<file path="config.mk">
export PLATFORM = sky130hd
export DESIGN_NAME = relu_vec_serializer
export DESIGN_NICKNAME = d
export VERILOG_FILES = /design/src/rtl/relu_vec_serializer.sv
export SDC_FILE = /design/constraint.sdc
export NUM_CORES = 1
export LEC_CHECK = 0
export ABC_AREA = 0
export BUFFER_PORTS_ARGS = -buffer_cell sky130_fd_sc_hd__buf_2
export CELL_PAD_IN_SITES_DETAIL_PLACEMENT = 1
export CELL_PAD_IN_SITES_GLOBAL_PLACEMENT = 1
export CORE_MARGIN = 5
export CORE_UTILIZATION = 45
export CTS_CLUSTER_DIAMETER = 30
export DETAILED_ROUTE_END_ITERATION = 10
export GPL_TIMING_DRIVEN = 0
export PLACE_DENSITY = 0.77
export SLEW_MARGIN = 15
export SYNTH_ARGS = -nofsm -noshare
export SYNTH_HDL_FRONTEND = slang
export SYNTH_SLANG_ARGS = --single-unit
</file>
<file path="constraint.sdc">
create_clock -name clk -period 71.3 [get_ports clk]
set_input_delay 17.825 -clock clk [delete_from_list [all_inputs] [get_ports clk]]
set_output_delay 17.825 -clock clk [all_outputs]
set_load 0.05 [all_outputs]
</file>
<file path="src/rtl/relu_vec_serializer.sv">
// -----------------------------------------------------------------------------
// relu_vec_serializer
//
// Reader end of the ReLu output interface. Captures a whole LENGTH-element
// activation vector (plus its unified-buffer base address) in a single
// vec_valid/vec_ready handshake, then streams the elements in index order,
// one per cycle, over an out_valid/out_ready handshake with an auto-
// incrementing write address. Data passes through untouched.
//
// Ports:
//   clk        system clock, rising edge
//   reset      synchronous, active-high reset
//   vec_valid  upstream has a complete vector on vec_in
//   vec_ready  a vector can be captured this cycle (IDLE and not in reset)
//   vec_in     LENGTH x DATA_WIDTH unpacked array, ReLu output vector
//   base_addr  write address of element 0, sampled with the vector
//   out_valid  out_data/out_addr/out_last are valid
//   out_ready  downstream accepts the current element
//   out_data   current element
//   out_addr   write address of the current element (wraps mod 2^ADDR_WIDTH)
//   out_last   current element is index LENGTH-1
//   busy       vector held, streaming in progress
//   done       one-cycle pulse after the last element is accepted
//
// Timing: vector captured at edge N -> element 0 valid after edge N.
// With out_ready held high a vector takes LENGTH+1 cycles including the
// done cycle, and the next vector can be captured in the done cycle.
// -----------------------------------------------------------------------------

// One element holding register. The captured vector is don't-care until the
// next capture, so it carries no reset.
module relu_vec_lane #(
    parameter int DATA_WIDTH = 16
) (
    input  logic                  clk,
    input  logic                  load,
    input  logic [DATA_WIDTH-1:0] din,
    output logic [DATA_WIDTH-1:0] q
);
    always_ff @(posedge clk) begin
        if (load) q <= din;
    end
endmodule

module relu_vec_serializer #(
    parameter int DATA_WIDTH = 16,
    parameter int LENGTH     = 32,
    parameter int ADDR_WIDTH = 8
) (
    input  logic                  clk,
    input  logic                  reset,
    input  logic                  vec_valid,
    output logic                  vec_ready,
    input  logic [DATA_WIDTH-1:0] vec_in [0:LENGTH-1],
    input  logic [ADDR_WIDTH-1:0] base_addr,
    output logic                  out_valid,
    input  logic                  out_ready,
    output logic [DATA_WIDTH-1:0] out_data,
    output logic [ADDR_WIDTH-1:0] out_addr,
    output logic                  out_last,
    output logic                  busy,
    output logic                  done
);
    // Keep the index at least one bit wide so LENGTH=1 still elaborates.
    localparam int IDX_W = (LENGTH > 1) ? $clog2(LENGTH) : 1;

    typedef enum logic {
        IDLE   = 1'b0,
        STREAM = 1'b1
    } state_t;

    state_t                            state;
    logic [IDX_W-1:0]                  index;
    logic [IDX_W-1:0]                  idx_nxt;
    logic                              capture;
    logic                              xfer;
    logic [LENGTH-1:0][DATA_WIDTH-1:0] lane_q;

    // vec_ready follows the state directly so it is high in the very first
    // cycle after reset releases and in the done cycle, and low during reset.
    assign vec_ready = (state == IDLE) && !reset;
    assign capture   = vec_valid && vec_ready;
    assign xfer      = out_valid && out_ready;
    assign idx_nxt   = index + IDX_W'(1);

    // Vector buffer: every lane loads on the capture handshake.
    for (genvar i = 0; i < LENGTH; i++) begin : g_lane
        relu_vec_lane #(
            .DATA_WIDTH(DATA_WIDTH)
        ) u_lane (
            .clk  (clk),
            .load (capture),
            .din  (vec_in[i]),
            .q    (lane_q[i])
        );
    end

    // Output registers are loaded one element ahead: on capture element 0 is
    // taken straight from vec_in (the lanes load on the same edge), and on
    // each accepted transfer the next element is fetched from the lanes.
    // Holding these registers when out_ready is low gives stall stability.
    always_ff @(posedge clk) begin
        if (reset) begin
            state     <= IDLE;
            index     <= '0;
            out_valid <= 1'b0;
            out_data  <= '0;
            out_addr  <= '0;
            out_last  <= 1'b0;
            busy      <= 1'b0;
            done      <= 1'b0;
        end else begin
            done <= 1'b0;
            case (state)
                IDLE: begin
                    if (capture) begin
                        state     <= STREAM;
                        index     <= '0;
                        out_valid <= 1'b1;
                        busy      <= 1'b1;
                        out_data  <= vec_in[0];
                        out_addr  <= base_addr;
                        out_last  <= (LENGTH == 1);
                    end
                end
                STREAM: begin
                    if (xfer) begin
                        if (out_last) begin
                            state     <= IDLE;
                            index     <= '0;
                            out_valid <= 1'b0;
                            busy      <= 1'b0;
                            out_last  <= 1'b0;
                            done      <= 1'b1;
                        end else begin
                            index    <= idx_nxt;
                            out_data <= lane_q[idx_nxt];
                            // Address wraps silently at 2^ADDR_WIDTH.
                            out_addr <= out_addr + ADDR_WIDTH'(1);
                            out_last <= (idx_nxt == IDX_W'(LENGTH - 1));
                        end
                    end
                end
                default: state <= IDLE;
            endcase
        end
    end
endmodule

</file>
==> results of run 1 <==
## metal layers
| metal | part of all wire [%] | GRT usage [%] |
|---|---|---|
| met5 | 0.15 | 0 |
| met4 | 4.7 | 15.29 |
| met1 | 34 | 32.44 |
| met2 | 53 | 51.15 |
| met3 | 8.9 | 8.739 |
## layout make-up
cell class                      instances  area, um2  area share, %
Sequential cell                       545      16040          54.86
Buffer                                 57      359.1          1.229
Timing Repair Buffer                  586       3304          11.31
Inverter                                2      7.507        0.02568
Antenna cell                           38      95.09         0.3253
Clock buffer                          143       3034          10.38
Multi-Input combinational cell        372       4757          16.27
Tap cell                              607      759.5          2.598
Clock inverter                         73      877.1          3.001
## worst register-to-register path, cell delays in order (launching register included)
cell	delay, ns
dfxtp_1	0.35
buf_6	0.14
buf_6	0.19
buf_6	0.24
inv_1	0.11
ha_1	0.35
buf_2	0.38
clkbuf_1	0.73
mux4_1	0.43
mux2_2	0.30
o22ai_1	0.52
o32ai_1	0.17
## power by group
group / leakage, nW / internal, mW / switching [mW]
logic: 4.05 / 0.0243 / 0.0278
clock network: 1.87 / 0.353 / 0.182
registers: 5.01 / 0.365 / 0.00459
## synth_stat cells, types with 2 or more instances
| cell | count | area share [%] |
|---|---|---|
| mux2_2 | 64 | 3.4 |
| buf_4 | 6 | 0.21 |
| nand3_1 | 5 | 0.12 |
| nand2_1 | 15 | 0.27 |
| a2bb2oi_1 | 2 | 0.083 |
| mux2i_1 | 4 | 0.19 |
| ha_1 | 3 | 0.18 |
| nor2_1 | 17 | 0.30 |
| nand4_1 | 2 | 0.059 |
| buf_1 | 7 | 0.12 |
| dfxtp_1 | 33 | 3.1 |
| clkbuf_1 | 23 | 0.41 |
| xor2_1 | 2 | 0.083 |
| nor3b_1 | 16 | 0.57 |
| mux4_1 | 5 | 0.62 |
| a31oi_1 | 2 | 0.059 |
| inv_1 | 2 | 0.036 |
| nor3_1 | 5 | 0.12 |
| buf_2 | 7 | 0.17 |
| o22ai_1 | 33 | 0.98 |
| a22oi_1 | 2 | 0.071 |
| a21oi_1 | 25 | 0.59 |
| nand3b_1 | 4 | 0.14 |
| nor2b_1 | 5 | 0.15 |
| buf_6 | 13 | 0.69 |
| edfxtp_1 | 512 | 73 |
| o32ai_1 | 16 | 0.66 |
| o21ai_0 | 9 | 0.21 |
| mux2_1 | 2 | 0.11 |
| nand2b_1 | 2 | 0.059 |
| mux4_2 | 123 | 13 |
## logic make-up (layout without fill, tap and decap cells)
group                      Yosys count  count (layout)  synth area share, %
other                                0              38                    0
xor gates and xnor gates             2               2              0.08283
DFF                                545             545                75.81
muxes                              198             198                17.42
and+or+nand+nor                     78              78                2.064
AOI/OAI and AO/OA                   91              91                2.715
buffers and inverters               59             861                1.733
adders and majority gates            3               3               0.1775
## state kept, by name (all words and copies together), names as in the netlist
name and cells:
out_last 1, out_addr 8, out_data 16, g_lane.u_lane.q 512
index 5, busy 1, done 1, state 1
## stage by stage
stage,util (%),hold slack (ns)
6_report,62.78,0.5168
5_1_grt,62.76,0.5477
4_1_cts,62.58,0.5188
3_5_place_dp,54.18,0.5025
3_3_place_gp,52.99,0.4852
2_1_floorplan,-,0.5088
## placed cells by master (no fill, tap or decap), types with 6 or more instances in the layout
cell type | netlist | routed
o32ai_1 | 16 | 16
nor2_1 | 17 | 17
o22ai_1 | 33 | 33
dfxtp_1 | 33 | 33
clkbuf_16 | 0 | 116
mux4_2 | 123 | 123
bufinv_16 | 0 | 14
mux2_2 | 64 | 64
buf_8 | 0 | 32
clkinv_2 | 0 | 18
clkinv_4 | 0 | 8
nor3b_1 | 16 | 16
clkinv_1 | 0 | 8
nand2_1 | 15 | 15
buf_6 | 13 | 14
diode_2 | 0 | 38
a21oi_1 | 25 | 25
buf_2 | 7 | 558
inv_6 | 0 | 6
o21ai_0 | 9 | 9
buf_1 | 7 | 7
edfxtp_1 | 512 | 512
buf_4 | 6 | 6
clkbuf_1 | 23 | 47
clkinvlp_4 | 0 | 14
## final timing paths
check | endpoint | slack, ns | depth (start not counted)
hold / removal | out_addr[7] | 0.52 | 2
setup / recovery | vec_ready | 34.35 | 4
hold reg to reg | out_addr[7] | 0.52 | 2
setup reg to reg | out_data[9] | 67.22 | 11
==> impl_metrics.csv, run 1 <==
group,metric,value,unit
synth,yosys_register_bits,545,
global_route,track_usage,29.31,%
global_route,antenna_found_initial,44,
sta,slew_violations,0,
power,total_power,0.9570,mW
cts,post_cts_buffers,0,
setup_path,path_max_fanout,10,
run_status,status,"complete, no violations",
detailed_routing,viasPerCell,5.631,
cts,cts_tree,"built",
cts,cts-root-buf,"clkbuf_16",
global_route,grt_pass1_wl,106300,um
setup_path,worst_ep_arrival_time,19.13,ns
setup_path,cp_cell_sequence,"clkbuf_1 > buf_1 > nor2_1 > buf_2",
synth,async_flop_share,0,%
setup_path,crit_start,"reset",
setup_path,endpoint_kind,"output port",
setup_path,required,53.47,ns
sta,period_minus_slack,36.96,ns
detailed_routing,vias,13644,
cts,cts_made_buffers,115,
placement,hpwl,54740,um
setup_path,crit_type,"primary input to output port",
cts,cts_sinks,545,
floorplanning,die-height,226.8,um
cts,cts-resized-gates,0,
sta,tns,0,ns
cts,cts.path.max_buffers,3,
cells_and_area,fin_cells,2423,
cells_and_area,drive_gt1_share,55.51,%
synth,synth_nets,1503,
cells_and_area,fillers,4123,
synth,syn_avg_cell_area,21.67,um2
floorplanning,coreArea,46560,um2
synth,synthesis.area,21150,um2
detailed_routing,drt_wl_total,77390,um
floorplanning,core.rowCount,79,
cells_and_area,syn2layout_area_growth,38.18,%
cts,ctsHoldBuffers,0,
cells_and_area,final_nets,2206,
sta,finalWorstSetupSlack,34.35,ns
detailed_routing,routedWlPerCell,31.94,um
detailed_routing,drtIter0Drc,1070,
setup_path,slowest_delay,0.47,ns
placement,place_area,25220,um2
sta,fmax,27.06,MHz
cts,htreeDepth,3,
global_route,grt-ovfl-total,0,
power,p_leak,10.92,nW
placement,dp_slack,34.37,ns
floorplanning,ios,553,
setup_path,reg2reg_from,"index[0]",
synth,synth-main-ff-cell,"edfxtp_1",
power,vdd_drop_max,0.02548,mV
floorplanning,die-area,51440,um2
sta,setup_viol,0,
sta,fin_skew,0.03312,ns
setup_path,worstSetupStartpointType,"primary input",
sta,tightest_slew,0.9895,ns
floorplanning,initial_core_util,45.44,%
floorplanning,die_w,226.8,um
placement,dp.cells,2169,
setup_path,path_buf_inv,3,
sta,period_share,51.83,%
global_route,grt_max_degree,20,
sta,relSlewSlack,34.04,%
sta,final_hold_viol_count,0,
sta,rsz0062_at_grt,"no",
detailed_routing,drcViolationCount,0,
cells_and_area,finalInstanceArea,29230,um2
cts,clk_latency,0.67,ns
cts,path_clk_slew,0.05,ns
synth,yosysUniqueCellTypes,41,
run,drv_cap,0,
setup_path,slowest_stage,"clkbuf_1",
worst_hold_path,hold_start,"out_addr[7]",
detailed_routing,drtPass1Iterations,5,
placement,gp_congestion,0.8374,
setup_path,cpLargestDelayFamily,"buffers and inverters",
synth,yosys_warnings,0,
worst_hold_path,worstHoldPathType,"register to register",
synth,synth_edf_count,512,
synth,synth_cells,976,
synth,seq_area_frac_synth,75.81,%
power,pwr_density_cell,32.74,nW/um2
global_route,grt_pass1_vias,15500,
placement,io_buffers,551,
detailed_routing,ant_nets,0,
Power figures use the tool's default switching activity.
==> inputs of run 2 (changes only) <==
--- a/config.mk
+++ b/config.mk
@@ -10,11 +10,11 @@
 export CELL_PAD_IN_SITES_DETAIL_PLACEMENT = 1
 export CELL_PAD_IN_SITES_GLOBAL_PLACEMENT = 1
 export CORE_MARGIN = 5
-export CORE_UTILIZATION = 45
+export CORE_UTILIZATION = 40
 export CTS_CLUSTER_DIAMETER = 30
 export DETAILED_ROUTE_END_ITERATION = 10
 export GPL_TIMING_DRIVEN = 0
-export PLACE_DENSITY = 0.77
+export PLACE_DENSITY = 0.72
 export SLEW_MARGIN = 15
 export SYNTH_ARGS = -nofsm -noshare
 export SYNTH_HDL_FRONTEND = slang
==> constraint.sdc (replaced) <==
create_clock -name clk -period 32 [get_ports clk]
set_input_delay 8 -clock clk [delete_from_list [all_inputs] [get_ports clk]]
set_output_delay 8 -clock clk [all_outputs]
set_load 0.05 [all_outputs]
==> run 2 against run 1 <==
Global-route usage shrank 4.5 points. Count of clock-buffer cells in the layout shrank 22. Non-clock buffer count shrank 2. First-iteration DRC count shrank 7.1%. Sequential share of layout area shrank 0.19 points. Clock power grew 130%. Worst setup slack lost 20 ns. Critical path depth is the same. Via count shrank 4.5%. Final cell count grew 2.5%. Die area grew 12%. Largest power group unchanged.
==> impl_metrics.csv, run 2 (synthesis gave the netlist of run 1 again) <==
group,metric,value,unit
cells_and_area,layout_common_cells,"buf_2 (558), edfxtp_1 (512), mux4_2 (123)",
cells_and_area,mostFrequentLayoutCell,"buf_2",
sta,final_hold_viol_count,0,
cts,cts-resized-gates,0,
cts,cts.path.max_buffers,3,
setup_path,worst_ep_arrival_time,9.23,ns
sta,tightest_slew,0.9291,ns
cells_and_area,final_nets,2202,
floorplanning,die_w,240.0,um
placement,hpwl,52990,um
sta,rsz0062_at_grt,"no",
setup_path,path_max_fanout,10,
setup_path,crit_type,"primary input to output port",
sta,period_minus_slack,17.23,ns
run_status,status,"complete, no violations",
cts,cts_tree,"built",
sta,setup_viol,0,
cells_and_area,drive_gt1_share,55.96,%
power,vdd_drop_max,0.05058,mV
setup_path,worstSetupStartpointType,"primary input",
cts,cts-root-buf,"clkbuf_16",
detailed_routing,vias,13030,
global_route,track_usage,24.85,%
global_route,grt_pass1_wl,102400,um
sta,relSlewSlack,38.06,%
power,pwr_density_cell,73.25,nW/um2
floorplanning,ios,553,
sta,finalWorstSetupSlack,14.77,ns
global_route,antenna_found_initial,31,
cts,cts_made_buffers,113,
cts,path_clk_slew,0.05,ns
cells_and_area,syn2layout_area_growth,38.67,%
sta,fin_skew,0.02863,ns
cts,ctsHoldBuffers,0,
global_route,grt-ovfl-total,0,
cells_and_area,postLayoutCoreUtil,55.93,%
cts,post_cts_buffers,0,
detailed_routing,drtPass1Iterations,5,
floorplanning,initial_core_util,40.33,%
detailed_routing,drcViolationCount,0,
placement,io_buffers,551,
floorplanning,core.rowCount,84,
power,total_power,2.149,mW
detailed_routing,ant_nets,0,
detailed_routing,routedWlPerCell,29.34,um
cells_and_area,largest-register,"g_lane.u_lane.q",
cells_and_area,top_regs,"g_lane.u_lane.q x512, out_data x16, out_addr x8",
placement,gp_congestion,0.7964,
cts,cts_sinks,545,
detailed_routing,drt_wl_total,72870,um
detailed_routing,viasPerCell,5.246,
sta,slew_violations,0,
sta,period_share,53.83,%
cts,clk_latency,0.63,ns
global_route,grt_pass1_vias,14922,
floorplanning,coreArea,52450,um2
setup_path,required,24.00,ns
cts,htreeDepth,3,
worst_hold_path,worstHoldPathType,"register to register",
floorplanning,die-height,240.0,um
global_route,grt_max_degree,20,
placement,dp_slack,14.73,ns
sta,fmax,58.05,MHz
detailed_routing,drtIter0Drc,994,
power,p_leak,10.94,nW
run,drv_cap,0,
setup_path,endpoint_kind,"output port",
cells_and_area,largest_reg_flops,512,
floorplanning,die-area,57580,um2
==> run 2: cell count changes in the layout (fill, tap and decap cells not counted) <==
cell        previous run  this run
clkinvlp_4            14        16
clkbuf_16            116       113
diode_2               38        25
clkinv_8               3         2
clkinv_4               8        10
clkbuf_8               3         0
clkinv_16              2         1
clkinv_2              18        20
clkbuf_1              47        31
buf_8                 32        31
buf_6                 14        13
clkinv_1               8        13
inv_8                  0         1
bufinv_16             14        21
==> run 2: area by class of cell <==
| cell class | count | area (um2) |
|---|---|---|
| clock buffer | 121 | 2858 |
| antenna | 25 | 62.56 |
| clock inverter | 90 | 1114 |
| sequential | 545 | 16040 |
| multi-input combinational | 372 | 4757 |
| fill | 4890 | 23110 |
| buffer | 57 | 359.1 |
| timing repair buffer | 584 | 3278 |
| inverter | 2 | 7.507 |
| tap | 688 | 860.8 |
==> run 2: final timing paths <==
check                                  from     endpoint  slack, ns  depth (start not counted)
worst min register to register  out_addr[7]  out_addr[7]       0.52                          2
worst max-delay path                  reset    vec_ready      14.77                          4
worst max register to register     index[0]  out_data[8]      27.86                         11
worst min-delay path            out_addr[7]  out_addr[7]       0.52                          2
==> run 2: through the flow <==
step | std cells | instance area [um2] | hold slack [ns] | setup TNS, ns
finish | 2484 | 29330 | 0.5216 | 0
floorplan | 976 | 21150 | 0.5088 | 0
detailed placement | 2248 | 25300 | 0.5155 | 0
CTS | 2459 | 29270 | 0.5264 | 0
global placement | 2215 | 24770 | 0.4976 | -2080.53
global route | 2477 | 29310 | 0.5356 | 0
==> run 2: power breakdown <==
part / total [mW] / internal (mW) / switching (mW)
combinational: 0.113 / 0.0538 / 0.0592
sequential: 0.823 / 0.814 / 0.00955
clock: 1.21 / 0.816 / 0.396
total: 2.15 / 1.68 / 0.465
==> run 2: critical path: stages <==
cell and delay, ns:
clkbuf_1 0.43, buf_1 0.47, nor2_1 0.08, buf_2 0.24
==> run 2: layer usage <==
layer	vias up	global-route usage [%]	part of all wire, %
met5	-	0	0.19
met4	22	9.491	3.7
met3	148	7.571	7.9
met2	633	43.65	53
met1	6612	28.72	36
li1	5615	-	-
